--- src/rtl/mem_arb_pkg.sv ---
`default_nettype none
// ============================================================================
// Module  : mem_arb_pkg
// Brief   : Shared types and constants for the I/D memory port arbiter.
// Revision: 1.0
// ============================================================================
package mem_arb_pkg;

    typedef enum logic [1:0] {
        IDLE  = 2'd0,
        ISSUE = 2'd1,
        WAIT  = 2'd2,
        RESP  = 2'd3
    } arb_state_e;

    localparam logic GNT_I      = 1'b0;
    localparam logic GNT_D      = 1'b1;
    localparam int   WAIT_CNT_W = 4;

    typedef logic [WAIT_CNT_W-1:0] wait_cnt_t;

    function automatic logic is_store(input logic [3:0] wstrb);
        return |wstrb;
    endfunction

endpackage
`default_nettype wire

--- src/rtl/mem_arb_grant.sv ---
`default_nettype none
// ============================================================================
// Module  : mem_arb_grant
// Brief   : One-hot grant select between fetch and data requesters.
//           MEM_ARB_RR_EN selects round-robin on ties, else D over I.
// Revision: 1.0
// ============================================================================
module mem_arb_grant
    import mem_arb_pkg::*;
(
    input  logic ireq_valid_i,
    input  logic dreq_valid_i,
`ifdef MEM_ARB_RR_EN
    input  logic last_grant_i,
`endif
    output logic gnt_i_o,
    output logic gnt_d_o
);

    logic w_pick_d;

    always_comb begin
        w_pick_d = 1'b0;
`ifdef MEM_ARB_RR_EN
        // On a tie the side that did not win last time is served.
        w_pick_d = dreq_valid_i & (~ireq_valid_i | (last_grant_i == GNT_I));
`else
        w_pick_d = dreq_valid_i;
`endif
    end

    assign gnt_d_o = w_pick_d;
    assign gnt_i_o = ireq_valid_i & ~w_pick_d;

endmodule
`default_nettype wire

--- src/rtl/mem_port_arbiter.sv ---
`default_nettype none
// ============================================================================
// Module  : mem_port_arbiter
// Brief   : Shares one 32-bit memory port between fetch and load/store with a
//           single outstanding transaction. Optional macro: MEM_ARB_RR_EN.
// Revision: 1.0
// ============================================================================
module mem_port_arbiter
    import mem_arb_pkg::*;
#(
    parameter int unsigned pMemLatency = 32'd1
) (
    input  logic        iwClk,
    input  logic        iwnRst,
    input  logic        iwIReqValid,
    output logic        owIReqReady,
    input  logic [31:0] iwIAddr,
    output logic        owIRespValid,
    output logic [31:0] owIRespData,
    input  logic        iwDReqValid,
    output logic        owDReqReady,
    input  logic [31:0] iwDAddr,
    input  logic [31:0] iwDWdata,
    input  logic [3:0]  iwDWstrb,
    output logic        owDRespValid,
    output logic [31:0] owDRespData,
    output logic        owMemEn,
    output logic [31:0] owMemAddr,
    output logic [31:0] owMemWdata,
    output logic [3:0]  owMemWstrb,
    input  logic [31:0] iwMemRdata
);

    localparam wait_cnt_t WAIT_LOAD = wait_cnt_t'(pMemLatency - 32'd1);

    generate
        if (pMemLatency < 32'd1 || pMemLatency > 32'd15) begin : g_lat_check
            $error("pMemLatency must be in 1..15");
        end
    endgenerate

    arb_state_e  r_state_q;
    logic        r_gid_q;
    logic        r_store_q;
    wait_cnt_t   r_wait_cnt_q;
    logic        r_mem_en_q;
    logic [31:0] r_addr_q;
    logic [31:0] r_wdata_q;
    logic [3:0]  r_wstrb_q;
    logic        r_irv_q;
    logic        r_drv_q;
    logic [31:0] r_ird_q;
    logic [31:0] r_drd_q;

    logic w_gnt_i;
    logic w_gnt_d;
    logic w_idle;
    logic w_hs_i;
    logic w_hs_d;
    logic w_hs;

`ifdef MEM_ARB_RR_EN
    logic r_last_grant_q;
`endif

    mem_arb_grant u_grant (
        .ireq_valid_i (iwIReqValid),
        .dreq_valid_i (iwDReqValid),
`ifdef MEM_ARB_RR_EN
        .last_grant_i (r_last_grant_q),
`endif
        .gnt_i_o      (w_gnt_i),
        .gnt_d_o      (w_gnt_d)
    );

    // Ready is gated by reset so every output reads 0 while iwnRst is low.
    assign w_idle      = (r_state_q == IDLE) & iwnRst;
    assign owIReqReady = w_idle & w_gnt_i;
    assign owDReqReady = w_idle & w_gnt_d;
    assign w_hs_i      = iwIReqValid & owIReqReady;
    assign w_hs_d      = iwDReqValid & owDReqReady;
    assign w_hs        = w_hs_i | w_hs_d;

    always_ff @(posedge iwClk or negedge iwnRst) begin
        if (!iwnRst) begin
            r_state_q    <= IDLE;
            r_gid_q      <= GNT_I;
            r_store_q    <= 1'b0;
            r_wait_cnt_q <= '0;
            r_mem_en_q   <= 1'b0;
            r_addr_q     <= 32'h0;
            r_wdata_q    <= 32'h0;
            r_wstrb_q    <= 4'h0;
            r_irv_q      <= 1'b0;
            r_drv_q      <= 1'b0;
            r_ird_q      <= 32'h0;
            r_drd_q      <= 32'h0;
        end else begin
            case (r_state_q)
                IDLE: begin
                    if (w_hs) begin
                        r_gid_q    <= w_hs_d ? GNT_D : GNT_I;
                        r_store_q  <= w_hs_d & is_store(iwDWstrb);
                        r_mem_en_q <= 1'b1;
                        r_addr_q   <= w_hs_d ? iwDAddr  : iwIAddr;
                        r_wdata_q  <= w_hs_d ? iwDWdata : 32'h0;
                        r_wstrb_q  <= w_hs_d ? iwDWstrb : 4'h0;
                        r_state_q  <= ISSUE;
                    end
                end
                ISSUE: begin
                    r_mem_en_q   <= 1'b0;
                    r_wstrb_q    <= 4'h0;
                    r_wait_cnt_q <= WAIT_LOAD;
                    r_state_q    <= WAIT;
                end
                WAIT: begin
                    if (r_wait_cnt_q == '0) begin
                        if (r_gid_q == GNT_D) begin
                            r_drv_q <= 1'b1;
                            r_drd_q <= r_store_q ? 32'h0 : iwMemRdata;
                        end else begin
                            r_irv_q <= 1'b1;
                            r_ird_q <= iwMemRdata;
                        end
                        r_state_q <= RESP;
                    end else begin
                        r_wait_cnt_q <= r_wait_cnt_q - wait_cnt_t'(1);
                    end
                end
                RESP: begin
                    r_irv_q   <= 1'b0;
                    r_drv_q   <= 1'b0;
                    r_state_q <= IDLE;
                end
                default: begin
                    r_state_q <= IDLE;
                end
            endcase
        end
    end

`ifdef MEM_ARB_RR_EN
    always_ff @(posedge iwClk or negedge iwnRst) begin
        if (!iwnRst) begin
            r_last_grant_q <= GNT_I;
        end else if (w_hs) begin
            r_last_grant_q <= w_hs_d ? GNT_D : GNT_I;
        end
    end
`endif

    assign owMemEn      = r_mem_en_q;
    assign owMemAddr    = r_addr_q;
    assign owMemWdata   = r_wdata_q;
    assign owMemWstrb   = r_wstrb_q;
    assign owIRespValid = r_irv_q;
    assign owIRespData  = r_ird_q;
    assign owDRespValid = r_drv_q;
    assign owDRespData  = r_drd_q;

endmodule
`default_nettype wire

--- config.mk ---
export PLATFORM = sky130hd
export DESIGN_NAME = mem_port_arbiter
export DESIGN_NICKNAME = d
export VERILOG_FILES = /design/src/rtl/mem_arb_pkg.sv /design/src/rtl/mem_arb_grant.sv /design/src/rtl/mem_port_arbiter.sv
export SDC_FILE = /design/constraint.sdc
export NUM_CORES = 1
export LEC_CHECK = 0
export CORE_UTILIZATION = 42
export DETAILED_ROUTE_END_ITERATION = 7
export PLACE_DENSITY = 0.81
export SYNTH_ARGS = -nofsm -noshare
export SYNTH_HDL_FRONTEND = slang
export SYNTH_SLANG_ARGS = --single-unit
--- constraint.sdc ---
create_clock -name iwClk -period 2 [get_ports iwClk]
set_input_delay 0.4 -clock iwClk [delete_from_list [all_inputs] [get_ports iwClk]]
set_output_delay 0.4 -clock iwClk [all_outputs]
set_load 0.005 [all_outputs]
==> metrics list, run 1 <==
- For the worst-skew pair, the clock arrives at the later sink with an insertion delay of approximately 0.42 ns.
- Number of vias per cell: a little over 5
- Setup TNS: 0 ns
- The worst setup path is of the flip-flop to flip-flop kind.
* CP startpoint kind: flip-flop
* Final Worst Setup Slack: 0.109 ns
* TritonCTS clock tree: done
- Of the post-synthesis cell area, the dominant cell type holds 0.598.
- Wire length after detailed routing: 16800 um
- Setup violations remaining at the end of the flow were counted as 0.
* Total number of vias: 4993
- Most numerous cell in the Yosys netlist: sky130_fd_sc_hd__dfrtp_1
- Overall power consumption after layout is estimated at 14.6 mW.
* Transition at the pin with the smallest max-transition slack: 0.695 ns
- Setup repair after global routing left no endpoint under its margin.
* Count of yosys warnings during synthesis: 0
- Net Sw Power: about 4.2 mW
- Of the total power, the share spent switching nets is 0.290.
- Synth Cell Area: 5980 um2
* Critical path endpoint category: flip-flop
* Register clock-pin slew on the reported worst setup and hold paths: roughly 0.060 ns
- RD Place Congestion: about 0.78
- In this run the worst path has a maximum fanout of 4.
- Clock network power share: 0.219
- Of the cells placed in the final design, the portion with a size suffix greater than 1 is 0.122.
- The run finished with clean final reports.
- For this run, asynchronously set or reset flops after synthesis account for 1.00.
- Die H: approximately 120 um
- By area the synthesized netlist is led by sky130_fd_sc_hd__dfrtp_1 60%, sky130_fd_sc_hd__mux2_2 6.6%, sky130_fd_sc_hd__mux2_1 5.8%.
- Post-DP HPWL: 12200 um
- For this run, the top clock speed supported by timing is between 500 and 600 MHz.
- Area of the placeable core: about 14000 um2
- Leakage power total: 4.28 nW
- Number of DRC violations after detailed-routing iteration 0: ~210
* Endpoints failing hold: 0
- Entering global routing, the biggest net connects between 60 and 70 pins.
- Total inserted antenna cells: 0
- Once detail routing completed, the nets flagged for antenna violations numbered 0.
- Nets@finish: roughly 930
* Internal Pwr Total: 10.4 mW
* Max-cap violations: 0
- The number of antenna violations at the first check in global routing is 0.
- Commonest cells post-synth: 143 x sky130_fd_sc_hd__dfrtp_1, 69 x sky130_fd_sc_hd__a21oi_1, 38 x sky130_fd_sc_hd__nand2_1
* Reg power frac: 0.351
* Max Buffers Root-to-Sink: 2
- After global routing the overflow that remains totals 0.
- Main flop type after synthesis: sky130_fd_sc_hd__dfrtp_1
* Power share of the combinational group: 0.430
- Die Footprint: between 10000 and 15000 um2
- Highest ir drop seen on vdd: around 0.78 mV
- The count of pins over their slew limit is 0.
- H-tree depth: 4
- Total nets after synthesis: roughly 640
* Horizontal die dimension: roughly 120 um
- For this run, the detailed router's first-pass iteration total came to 4.
* Register area share after synthesis: 0.598
* Fill cell instance count of the final layout: 966
* Number of unique standard cell types used by synthesis: 35
- For the final database, setup skew stands at just over 0.01 ns.
* Hold Crit Class: input pin to asynchronous set/reset pin
- The synthesized design spends more area on one cell type than any other, namely sky130_fd_sc_hd__dfrtp_1.
* Number of clock buffers inserted by TritonCTS: 17
- After technology mapping, the gate count stands at ~500.
- Of the available clock period, the critical path in the final layout requires 0.945.
- The count of buffers added on input and output ports is 272.
- Relative to the synthesized area, the layout overhead comes to 61.5%.
- Count of clock tree sinks: ~140
- A synthesized cell averages approximately 12 um2.
- Timing analysis after detailed placement gives a worst setup slack of -0.133 ns.
- Number of global-route vias before repair: roughly 5300
* Cell at the root of the clock tree: sky130_fd_sc_hd__clkbuf_16
- Measured against its own limit, the worst slew margin works out to 0.537.
- In the routed design, unresolved DRC markers number 0.
- For the worst setup path, the data required time is 2.29 ns.
* PD cells: roughly 1500 nW/um2
- Synthesis inferred between 100 and 150 register bits.
- Arrival @ worst endpoint: approximately 2.2 ns
- Top Ports: between 200 and 300
* Per-cell routed wire length: about 17 um
- The initial utilization of the core area, before any placement, comes to 0.431.
- The clock period could shrink to 1.89 ns.
- Overall fraction of global-route tracks in use: 0.238
- Counting flops with a built-in enable in the synthesized netlist gives 0.
- The first global-routing pass estimated about 27000 um of wire.
- In this run the core area contains between 40 and 50 standard-cell rows.
## flip-flops by register name, summed over array words and instances (netlist names)
register / count
owDRespData: 32
owMemEn: 1
owDRespValid: 1
r_store_q: 1
r_state_q: 2
owIRespData: 32
r_gid_q: 1
r_wait_cnt_q: 4
owMemWdata: 32
owIRespValid: 1
owMemWstrb: 4
owMemAddr: 32
## power by group through the flow
stage / Clock (mW) / Combinational [mW] / Sequential [mW]
after global placement: 0 / 6.05 / 5.05
after CTS: 3.27 / 6.32 / 5.14
after detailed placement: 0 / 6.22 / 5.15
after global routing: 3.43 / 6.83 / 5.31
after floorplan: 0 / 2.33 / 5.14
final: 3.21 / 6.29 / 5.13
## stage by stage
step                area [um2]  hold WS (ns)  utilization  std cells
detailed placement        9000         0.219        0.648        941
CTS                       9640        0.0881        0.694        974
global placement          9000         0.218        0.648        941
finish                    9660        0.0829        0.696        975
floorplan                 5980         0.104            -        499
global route              9660         0.116        0.696        975
## routing by layer
layer,up-vias,track usage,wire length (um)
met3,19,0.0804,1340
met2,208,0.408,8580
li1,2309,-,-
met5,-,0,0
met1,2457,0.277,6690
met4,0,0.0787,231
## layout by cell type, fill, tap and decap left out, types with 2 or more instances in the layout
master / netlist / layout
sky130_fd_sc_hd__a21oi_1: 69 / 69
sky130_fd_sc_hd__a22o_1: 34 / 34
sky130_fd_sc_hd__a22oi_1: 5 / 5
sky130_fd_sc_hd__buf_12: 0 / 5
sky130_fd_sc_hd__buf_4: 1 / 20
sky130_fd_sc_hd__bufinv_16: 0 / 3
sky130_fd_sc_hd__clkbuf_1: 13 / 4
sky130_fd_sc_hd__clkbuf_16: 0 / 18
sky130_fd_sc_hd__clkbuf_8: 0 / 4
sky130_fd_sc_hd__clkdlybuf4s50_1: 0 / 269
sky130_fd_sc_hd__dfrtp_1: 143 / 143
sky130_fd_sc_hd__dlygate4sd2_1: 0 / 2
sky130_fd_sc_hd__ha_1: 7 / 6
sky130_fd_sc_hd__inv_1: 5 / 3
sky130_fd_sc_hd__inv_2: 0 / 3
sky130_fd_sc_hd__mux2_1: 31 / 31
sky130_fd_sc_hd__mux2_2: 35 / 35
sky130_fd_sc_hd__nand2_1: 38 / 38
sky130_fd_sc_hd__nand2b_1: 3 / 3
sky130_fd_sc_hd__nand3_1: 5 / 5
sky130_fd_sc_hd__nand3_2: 2 / 2
sky130_fd_sc_hd__nor2_1: 36 / 36
sky130_fd_sc_hd__nor2b_1: 33 / 33
sky130_fd_sc_hd__nor3_1: 2 / 2
sky130_fd_sc_hd__o211ai_1: 2 / 2
sky130_fd_sc_hd__o21ai_0: 2 / 2
## layout make-up
type / instances / area, um2 / area share
clock buffer: 25 / 495 / 0.0513
sequential: 143 / 3580 / 0.370
tap: 180 / 225 / 0.0233
timing repair buffer: 299 / 3010 / 0.311
inverter: 6 / 22.5 / 0.00233
clock inverter: 5 / 104 / 0.0107
multi-input combinational: 317 / 2230 / 0.231
## worst max-delay path: stages (launching register included)
cell,delay (ns)
sky130_fd_sc_hd__dfrtp_1,0.40
sky130_fd_sc_hd__inv_1,0.11
sky130_fd_sc_hd__ha_1,0.20
sky130_fd_sc_hd__or3b_2,0.47
sky130_fd_sc_hd__a22oi_1,0.22
sky130_fd_sc_hd__mux2_2,0.36
## cells by family (layout without fill, tap and decap cells)
logic type	Yosys count	in the layout	share of synthesized area
flip-flops	143	143	0.598
AND/OR/NAND/NOR	125	125	0.103
AO/OA/AOI/OAI	118	118	0.127
multiplexers	67	67	0.126
buffers and inverters	39	335	0.0312
adder cells (fa/ha/maj)	7	7	0.0146
## final timing paths
kind                                  from               to  slack [ns]  cells after the start
setup reg to reg           r_wait_cnt_q[0]     r_state_q[1]        0.11                      5
setup / recovery           r_wait_cnt_q[0]     r_state_q[1]        0.11                      5
hold reg to reg            owIRespData[12]  owIRespData[12]        0.48                      1
hold / removal                      iwnRst    owMemAddr[13]        0.08                      2
min in group iwClk                  iwnRst          owMemEn        0.45                      4
max in group asynchronous           iwnRst   owMemWdata[12]        1.32                      2
## timing repair
action | CTS | global route
gates resized for setup | 6 | 1
setup endpoints to repair | 2 | 10
endpoints found under the hold margin | 7 | 0
cloned | 0 | 1
hold buffers | 1 | 0
buffers inserted | 2 | 0
No activity file was read; power rests on OpenSTA's default activity.
==> run 2: changes to the inputs <==
--- a/config.mk
+++ b/config.mk
@@ -5,9 +5,11 @@
 export SDC_FILE = /design/constraint.sdc
 export NUM_CORES = 1
 export LEC_CHECK = 0
+export CAP_MARGIN = 20
 export CORE_UTILIZATION = 42
 export DETAILED_ROUTE_END_ITERATION = 7
 export PLACE_DENSITY = 0.81
+export REMOVE_ABC_BUFFERS = 1
 export SYNTH_ARGS = -nofsm -noshare
 export SYNTH_HDL_FRONTEND = slang
 export SYNTH_SLANG_ARGS = --single-unit
==> metrics list, run 2 (same netlist as run 1, synthesis figures left out) <==
- Setup slack on the worst flop-to-flop path: 0.08 ns (was 0.11 ns)
- The number of standard-cell rows in the floorplan was 43 (unchanged).
- The power per cell area was 1500 nW/um2 (was 1510 nW/um2).
* Delay-heaviest family, CP: simple AND/OR/NAND/NOR gates (unchanged)
* Maximum number of pins on one net before global-route repair: 69 (unchanged)
- Worst stage delay on the critical path: 0.41 ns (was 0.47 ns)
- The number of global-route vias before repair is 5296 (was 5261).
- Number of vias per cell: 5.19 (was 5.12)
- The total wirelength of the detailed-routed design was 17100 um (was 16800 um).
- The count of nets after finishing is 921 (was 927).
- Number of clock buffers inserted by TritonCTS: 17 (unchanged)
- Status: finished clean (unchanged)
- The maximum frequency from static timing analysis came to 522 MHz (was 529 MHz).
- Antenna violation net count after detailed routing: 0 (unchanged)
- The hold-fix buffer count after cts is 0 (was 1).
- The number of setup violations in the final report came to 0 (unchanged).
- RSZ-0062 raised after global routing: no (unchanged)
- H-tree depth: 4 (unchanged)
- The clock root buffer is sky130_fd_sc_hd__clkbuf_16 (unchanged).
- Count of clock tree sinks: 143 (unchanged)
- Slew Limit Headroom: 0.553 (was 0.537)
- Leading cell type in the layout, fill and taps excluded: sky130_fd_sc_hd__clkdlybuf4s50_1 (unchanged)
- Horizontal die dimension: 121 um (unchanged)
- Endpoints failing hold: 0 (unchanged)
- Per-cell routed wire length: 17.6 um (was 17.3 um)
- The number of buffer and inverter instances along the worst setup path came to 2 (was 1).
* RD Place Congestion: 0.800 (was 0.783)
- Highest-count cells in the layout ignoring fill and taps: 269 x sky130_fd_sc_hd__clkdlybuf4s50_1, 143 x sky130_fd_sc_hd__dfrtp_1, 69 x sky130_fd_sc_hd__a21oi_1 (unchanged)
* Die H: 121 um (unchanged)
- Max-cap violations: 0 (unchanged)
- Area after detailed placement: 8900 um2 (was 9000 um2)
* CP startpoint kind: flip-flop (unchanged)
- The post-layout minimum cycle time was 1.92 ns (was 1.89 ns).
* Overall fraction of global-route tracks in use: 0.236 (was 0.238)
- Top Ports: 273 (unchanged)
- The area growth from synthesis to final layout was 59.2% (was 61.5%).
* Highest ir drop seen on vdd: 0.737 mV (was 0.776 mV)
- The count of pins over their slew limit came to 0 (unchanged).
* Storage cell area: 3580 um2 (unchanged)
* Share of layout cells above drive strength 1: 0.118 (was 0.122)
* Initial antenna violation count: 0 (unchanged)
- The actual transition at the worst max-transition pin came to 0.671 ns (was 0.695 ns).
* Die Footprint: 14700 um2 (unchanged)
- Arrival @ worst endpoint: 2.21 ns (was 2.18 ns)
* Effective utilization at floorplan: 0.431 (unchanged)
* Leakage power total: 4.21 nW (was 4.28 nW)
- The final cell area excluding filler cells was 9520 um2 (was 9660 um2).
* Max Buffers Root-to-Sink: 2 (unchanged)
- The top fanout value on the critical path came to 16 (was 4).
- Global-route wire length before repair: 26700 um (about the same)
* Share of the clock period used by the worst path after layout: 0.959 (was 0.945)
* Number of optimization iterations in the first detailed-route pass: 4 (unchanged)
- Critical path endpoint category: flip-flop (unchanged)
- Clock Latency Late Sink: 0.41 ns (was 0.42 ns)
* Core Util, Final: 0.686 (was 0.696)
- Cell at the slowest stage of the critical path: sky130_fd_sc_hd__dfrtp_1 (was sky130_fd_sc_hd__or3b_2)
* Type of the worst setup path: flip-flop to flip-flop (unchanged)
- The number of buffers added on ports came to 272 (unchanged).
- The number of filler cells placed in the layout is 1005 (was 966).
- Setup Skew: 0.00572 ns (was 0.0103 ns)
* Total inserted antenna cells: 0 (unchanged)
* WP data required: 2.29 ns (about the same)
- Footprint of the multi-input gates: 2240 um2 (was 2230 um2)
* Total congestion overflow: 0 (unchanged)
- Cells along the critical path: inv_1 > ha_1 > nor3b_4 > and3_4 > clkbuf_16 > mux2_2 (was inv_1 > ha_1 > or3b_2 > a22oi_1 > mux2_2).
- TritonCTS clock tree: done (unchanged)
- The post-CTS clock slew at the launch and capture registers of the worst setup and hold paths is 0.06 ns (about the same).
- The class of the tightest hold or removal check is input pin to asynchronous set/reset pin (unchanged).
* Total number of vias: 5039 (was 4993)
* Total DRC errors in the routed layout: 0 (unchanged)
- The post-detailed-placement half-perimeter wirelength was 11900 um (was 12200 um).
* Area of the placeable core: 13900 um2 (unchanged)
- Number of DRC violations after detailed-routing iteration 0: 203 (was 207)
## run 2: cell types whose count changed in the layout (fill, tap and decap cells not counted), moves of 2 or more
cell / delta
sky130_fd_sc_hd__buf_12: -3
sky130_fd_sc_hd__buf_4: -3
sky130_fd_sc_hd__bufinv_16: -2
sky130_fd_sc_hd__clkbuf_1: +3
sky130_fd_sc_hd__clkbuf_8: -2
sky130_fd_sc_hd__clkinv_2: +3
## run 2: per-layer routing
metal,vias up,track usage,share of wire,wire length (um)
met2,229,0.392,0.49,8410
met4,0,0.0903,0.014,232
li1,2293,-,-,-
met3,21,0.0775,0.083,1420
met1,2496,0.282,0.41,6990
met5,-,0,0,0
## run 2: report_power, final
part,internal (mW),switching [mW]
registers,4.30,0.787
logic,3.95,2.35
clock network,1.77,1.11
total,10.0,4.24
## run 2: what timing repair did
| item | in CTS | in global routing |
|---|---|---|
| setup buffers | 5 | 0 |
| gates resized for setup | 6 | 6 |
| cloned | 0 | 1 |
| endpoints found under the setup margin | 2 | 57 |
| pin swaps | 1 | 0 |
## run 2: per-stage QoR
step	hold slack, ns	worst slack (ns)	total power [mW]	TNS [ns]	std cells
floorplan	0.104	-2.01	7.36	-116.30	466
global placement	0.467	-0.0637	11.0	-1.70	933
detailed placement	0.474	-0.144	11.3	-3.97	933
CTS	0.0718	0.0166	14.3	0	970
global route	0.0958	0.00582	15.1	0	971
finish	0.0639	0.0829	14.3	0	971
## run 2: worst paths after layout
check	from	to	depth (start not counted)
worst max-delay path	r_wait_cnt_q[0]	owIRespData[0]	6
worst min-delay path	iwnRst	r_gid_q	2
worst max register to register	r_wait_cnt_q[0]	owIRespData[0]	6
worst min register to register	owIRespData[23]	owIRespData[23]	1
max in group asynchronous	iwnRst	owDRespData[24]	3
min in group iwClk	iwnRst	r_gid_q	3
## run 2: worst register-to-register path, cell delays in order, from the launching register on
cell                        delay [ns]
sky130_fd_sc_hd__dfrtp_1          0.41
sky130_fd_sc_hd__inv_1            0.12
sky130_fd_sc_hd__ha_1             0.19
sky130_fd_sc_hd__nor3b_4          0.27
sky130_fd_sc_hd__and3_4           0.27
sky130_fd_sc_hd__clkbuf_16        0.20
sky130_fd_sc_hd__mux2_2           0.34
## run 2: layout make-up
type / instances / share of cell area
Clock inverter: 6 / 0.00617
Tap cell: 180 / 0.0236
Sequential cell: 143 / 0.376
Timing Repair Buffer: 293 / 0.307
Multi-Input combinational cell: 317 / 0.235
Clock buffer: 26 / 0.0503
Inverter: 6 / 0.00236
==> run 3: changes to the inputs <==
--- a/config.mk
+++ b/config.mk
@@ -9,6 +9,7 @@
 export CORE_UTILIZATION = 42
 export DETAILED_ROUTE_END_ITERATION = 7
 export PLACE_DENSITY = 0.81
+export RECOVER_POWER = 50
 export REMOVE_ABC_BUFFERS = 1
 export SYNTH_ARGS = -nofsm -noshare
 export SYNTH_HDL_FRONTEND = slang
==> constraint.sdc (replaced) <==
create_clock -name iwClk -period 2 [get_ports iwClk]
set_input_delay 0.6 -clock iwClk [delete_from_list [all_inputs] [get_ports iwClk]]
set_output_delay 0.6 -clock iwClk [all_outputs]
set_load 0.005 [all_outputs]
==> metrics list, run 3 (same netlist as run 1, synthesis figures left out) <==
- The first-pass iteration count of the detailed router was 8 (was 4).
- Total congestion overflow: 0 (unchanged)
- The initial cell density of the core came to 0.431 (unchanged).
- The classification of the worst setup path is input pin to output pin (was flip-flop to flip-flop).
- The number of failing hold endpoints at the final stage was 0 (unchanged).
* Slew Limit Headroom: 0.174 (was 0.553)
- The count of pins over their slew limit is 0 (unchanged).
- Number of placement rows: 43 (unchanged)
- The number of setup violations in the final report is 0 (unchanged).
* Top Ports: 273 (unchanged)
- The total global-route track usage was 0.233 (was 0.236).
- The post-CTS clock slew at the launch and capture registers of the worst setup and hold paths was 0.06 ns (about the same).
- The full die area was 14700 um2 (unchanged).
- Core Util, Final: 0.693 (was 0.686)
- Number of vias per cell: 5.18 (was 5.19)
- Clock period minus final worst setup slack: 1.96 ns (was 1.92 ns)
* Cell at the slowest stage of the critical path: sky130_fd_sc_hd__clkdlybuf4s50_1 (was sky130_fd_sc_hd__dfrtp_1)
- The number of buffers added on ports is 272 (unchanged).
- Highest ir drop seen on vdd: 0.748 mV (was 0.737 mV)
- The CTS tree is done (unchanged).
- Fill cell instance count of the final layout: 973 (was 1005)
- Post-DP HPWL: 12000 um (was 11900 um)
- The number of antenna-violating nets in the routed design came to 0 (unchanged).
- Leading cell type in the layout, fill and taps excluded: sky130_fd_sc_hd__clkdlybuf4s50_1 (unchanged)
- The residual DRC count came to 0 (unchanged).
* Horizontal die dimension: 121 um (unchanged)
- Worst stage delay on the critical path: 0.47 ns (was 0.41 ns)
* Share of layout cells above drive strength 1: 0.132 (was 0.118)
- Die H: 121 um (unchanged)
- Highest-count cells in the layout ignoring fill and taps: 268 x sky130_fd_sc_hd__clkdlybuf4s50_1, 143 x sky130_fd_sc_hd__dfrtp_1, 69 x sky130_fd_sc_hd__a21oi_1 (was 269 x sky130_fd_sc_hd__clkdlybuf4s50_1, 143 x sky130_fd_sc_hd__dfrtp_1, 69 x sky130_fd_sc_hd__a21oi_1)
- Arrival @ worst endpoint: 1.36 ns (was 2.21 ns)
* Global-route wire length before repair: 26500 um (was 26700 um)
* Clock Latency Late Sink: 0.41 ns (about the same)
* Storage cell area: 3580 um2 (unchanged)
* Area after detailed placement: 8980 um2 (was 8900 um2)
* Count of clock tree sinks: 143 (unchanged)
- Maximum fanout encountered on the critical timing path: 2 (was 16)
- Cells along the critical path: clkdlybuf4s50_1 > and4b_1 > buf_2 (was inv_1 > ha_1 > nor3b_4 > and3_4 > clkbuf_16 > mux2_2)
- Cell at the root of the clock tree: sky130_fd_sc_hd__clkbuf_16 (unchanged)
- Status: finished clean (unchanged).
- The kind of start point of the critical path was an input pin (was flip-flop).
- The worst-case clock buffer depth was 2 (unchanged).
* Leakage power total: 4.27 nW (was 4.21 nW)
* Number of global-route vias before repair: 5199 (was 5296)
* Transition at the pin with the smallest max-transition slack: 1.24 ns (was 0.671 ns)
- Design area: 9620 um2 (was 9520 um2)
- H-tree depth: 4 (unchanged)
- The number of violations of the max-capacitance limit came to 0 (unchanged).
- The post-route clock period utilization came to 0.978 (was 0.959).
- RD Place Congestion: 0.804 (was 0.800)
- Per-cell routed wire length: 17.2 um (was 17.6 um)
- The pin count of the biggest net entering global routing is 69 (unchanged).
* Highest achievable clock rate: 511 MHz (was 522 MHz)
* Nets@finish: 929 (was 921)
- Hold Crit Class: input pin to asynchronous set/reset pin (unchanged)
- Initial antenna violation count: 0 (unchanged)
- The area of the multi-input gates is 2230 um2 (was 2240 um2).
* Area of the placeable core: 13900 um2 (unchanged)
- PD cells: 1510 nW/um2 (was 1500 nW/um2)
- Number of DRC violations after detailed-routing iteration 0: 256 (was 203)
- Total inserted antenna cells: 0 (unchanged)
* Area added between synthesis and finish: 60.9% (was 59.2%)
- The total number of vias came to 5065 (was 5039).
* Critical path endpoint category: output pin (was flip-flop)
* WP data required: 1.40 ns (was 2.29 ns)
- The total wirelength of the detailed-routed design came to 16800 um (was 17100 um).
- The final clock skew was 0.00664 ns (was 0.00572 ns).
- Number of clock buffers inserted by TritonCTS: 17 (unchanged)
-- run 3: cell count changes in the layout (fill, tap and decap cells not counted), sizes merged --
cell | previous run | this run
clkinvlp | 0 | 1
buf | 21 | 29
bufinv | 1 | 3
clkdlybuf4s50 | 269 | 268
clkbuf | 28 | 23
clkinv | 5 | 7
-- run 3: stage by stage --
step           hold slack, ns  worst slack (ns)  power (mW)  cells   TNS, ns
2_1_floorplan           0.304             -2.21        7.36    466   -130.90
3_3_place_gp            0.467            -0.449        11.1    942    -16.05
3_5_place_dp            0.475            -0.475        11.3    942    -20.41
4_1_cts                0.0670           -0.0509        14.6    973   -0.0509
5_1_grt                 0.109          -0.00934        15.4    978  -0.00934
6_report                0.111            0.0431        14.5    978         0
-- run 3: worst paths after layout --
kind	startpoint	end	slack [ns]	cells after the start
min in group iwClk	owIRespData[8]	owIRespData[8]	0.48	1
max in group asynchronous	iwnRst	owDRespData[16]	0.32	3
max reg2reg	r_wait_cnt_q[0]	owIRespData[2]	0.10	6
min reg2reg	owIRespData[8]	owIRespData[8]	0.48	1
max	iwIReqValid	owIReqReady	0.04	3
min	iwnRst	owMemWdata[0]	0.11	2
-- run 3: cell type report --
class                   instances  area share
clock buffers                  20      0.0475
clock inverters                11      0.0146
repair buffers                301       0.308
well taps                     180      0.0234
inverters                       6     0.00234
multi-input cells             317       0.232
flip-flops and latches        143       0.372
-- run 3: report_power, final --
group          total (mW)  internal [mW]  leakage, nW  switching, mW
combinational        6.27           3.96         2.23           2.31
clock                3.18           2.01        0.295           1.16
sequential           5.08           4.30         1.74          0.786
total                14.5           10.3         4.27           4.26
-- run 3: worst max-delay path, delay by kind of cell --
family / cells / cell delay, ns
buf+inv: 2 / 0.58
simple gates: 1 / 0.18
-- run 3: per-layer routing --
layer | vias up | wire (um) | track usage | part of all wire
met3 | 18 | 1360 | 0.0700 | 0.081
li1 | 2314 | - | - | -
met1 | 2513 | 6920 | 0.286 | 0.41
met4 | 0 | 163 | 0.0795 | 0.0097
met2 | 220 | 8330 | 0.389 | 0.50
met5 | - | 0 | 0 | 0
-- run 3: timing repair --
item / CTS / global route
pin swaps: 0 / 1
setup endpoints to repair: 2 / 37
hold buffers: 0 / 0
gates resized for setup: 12 / 4
buffers inserted: 0 / 5
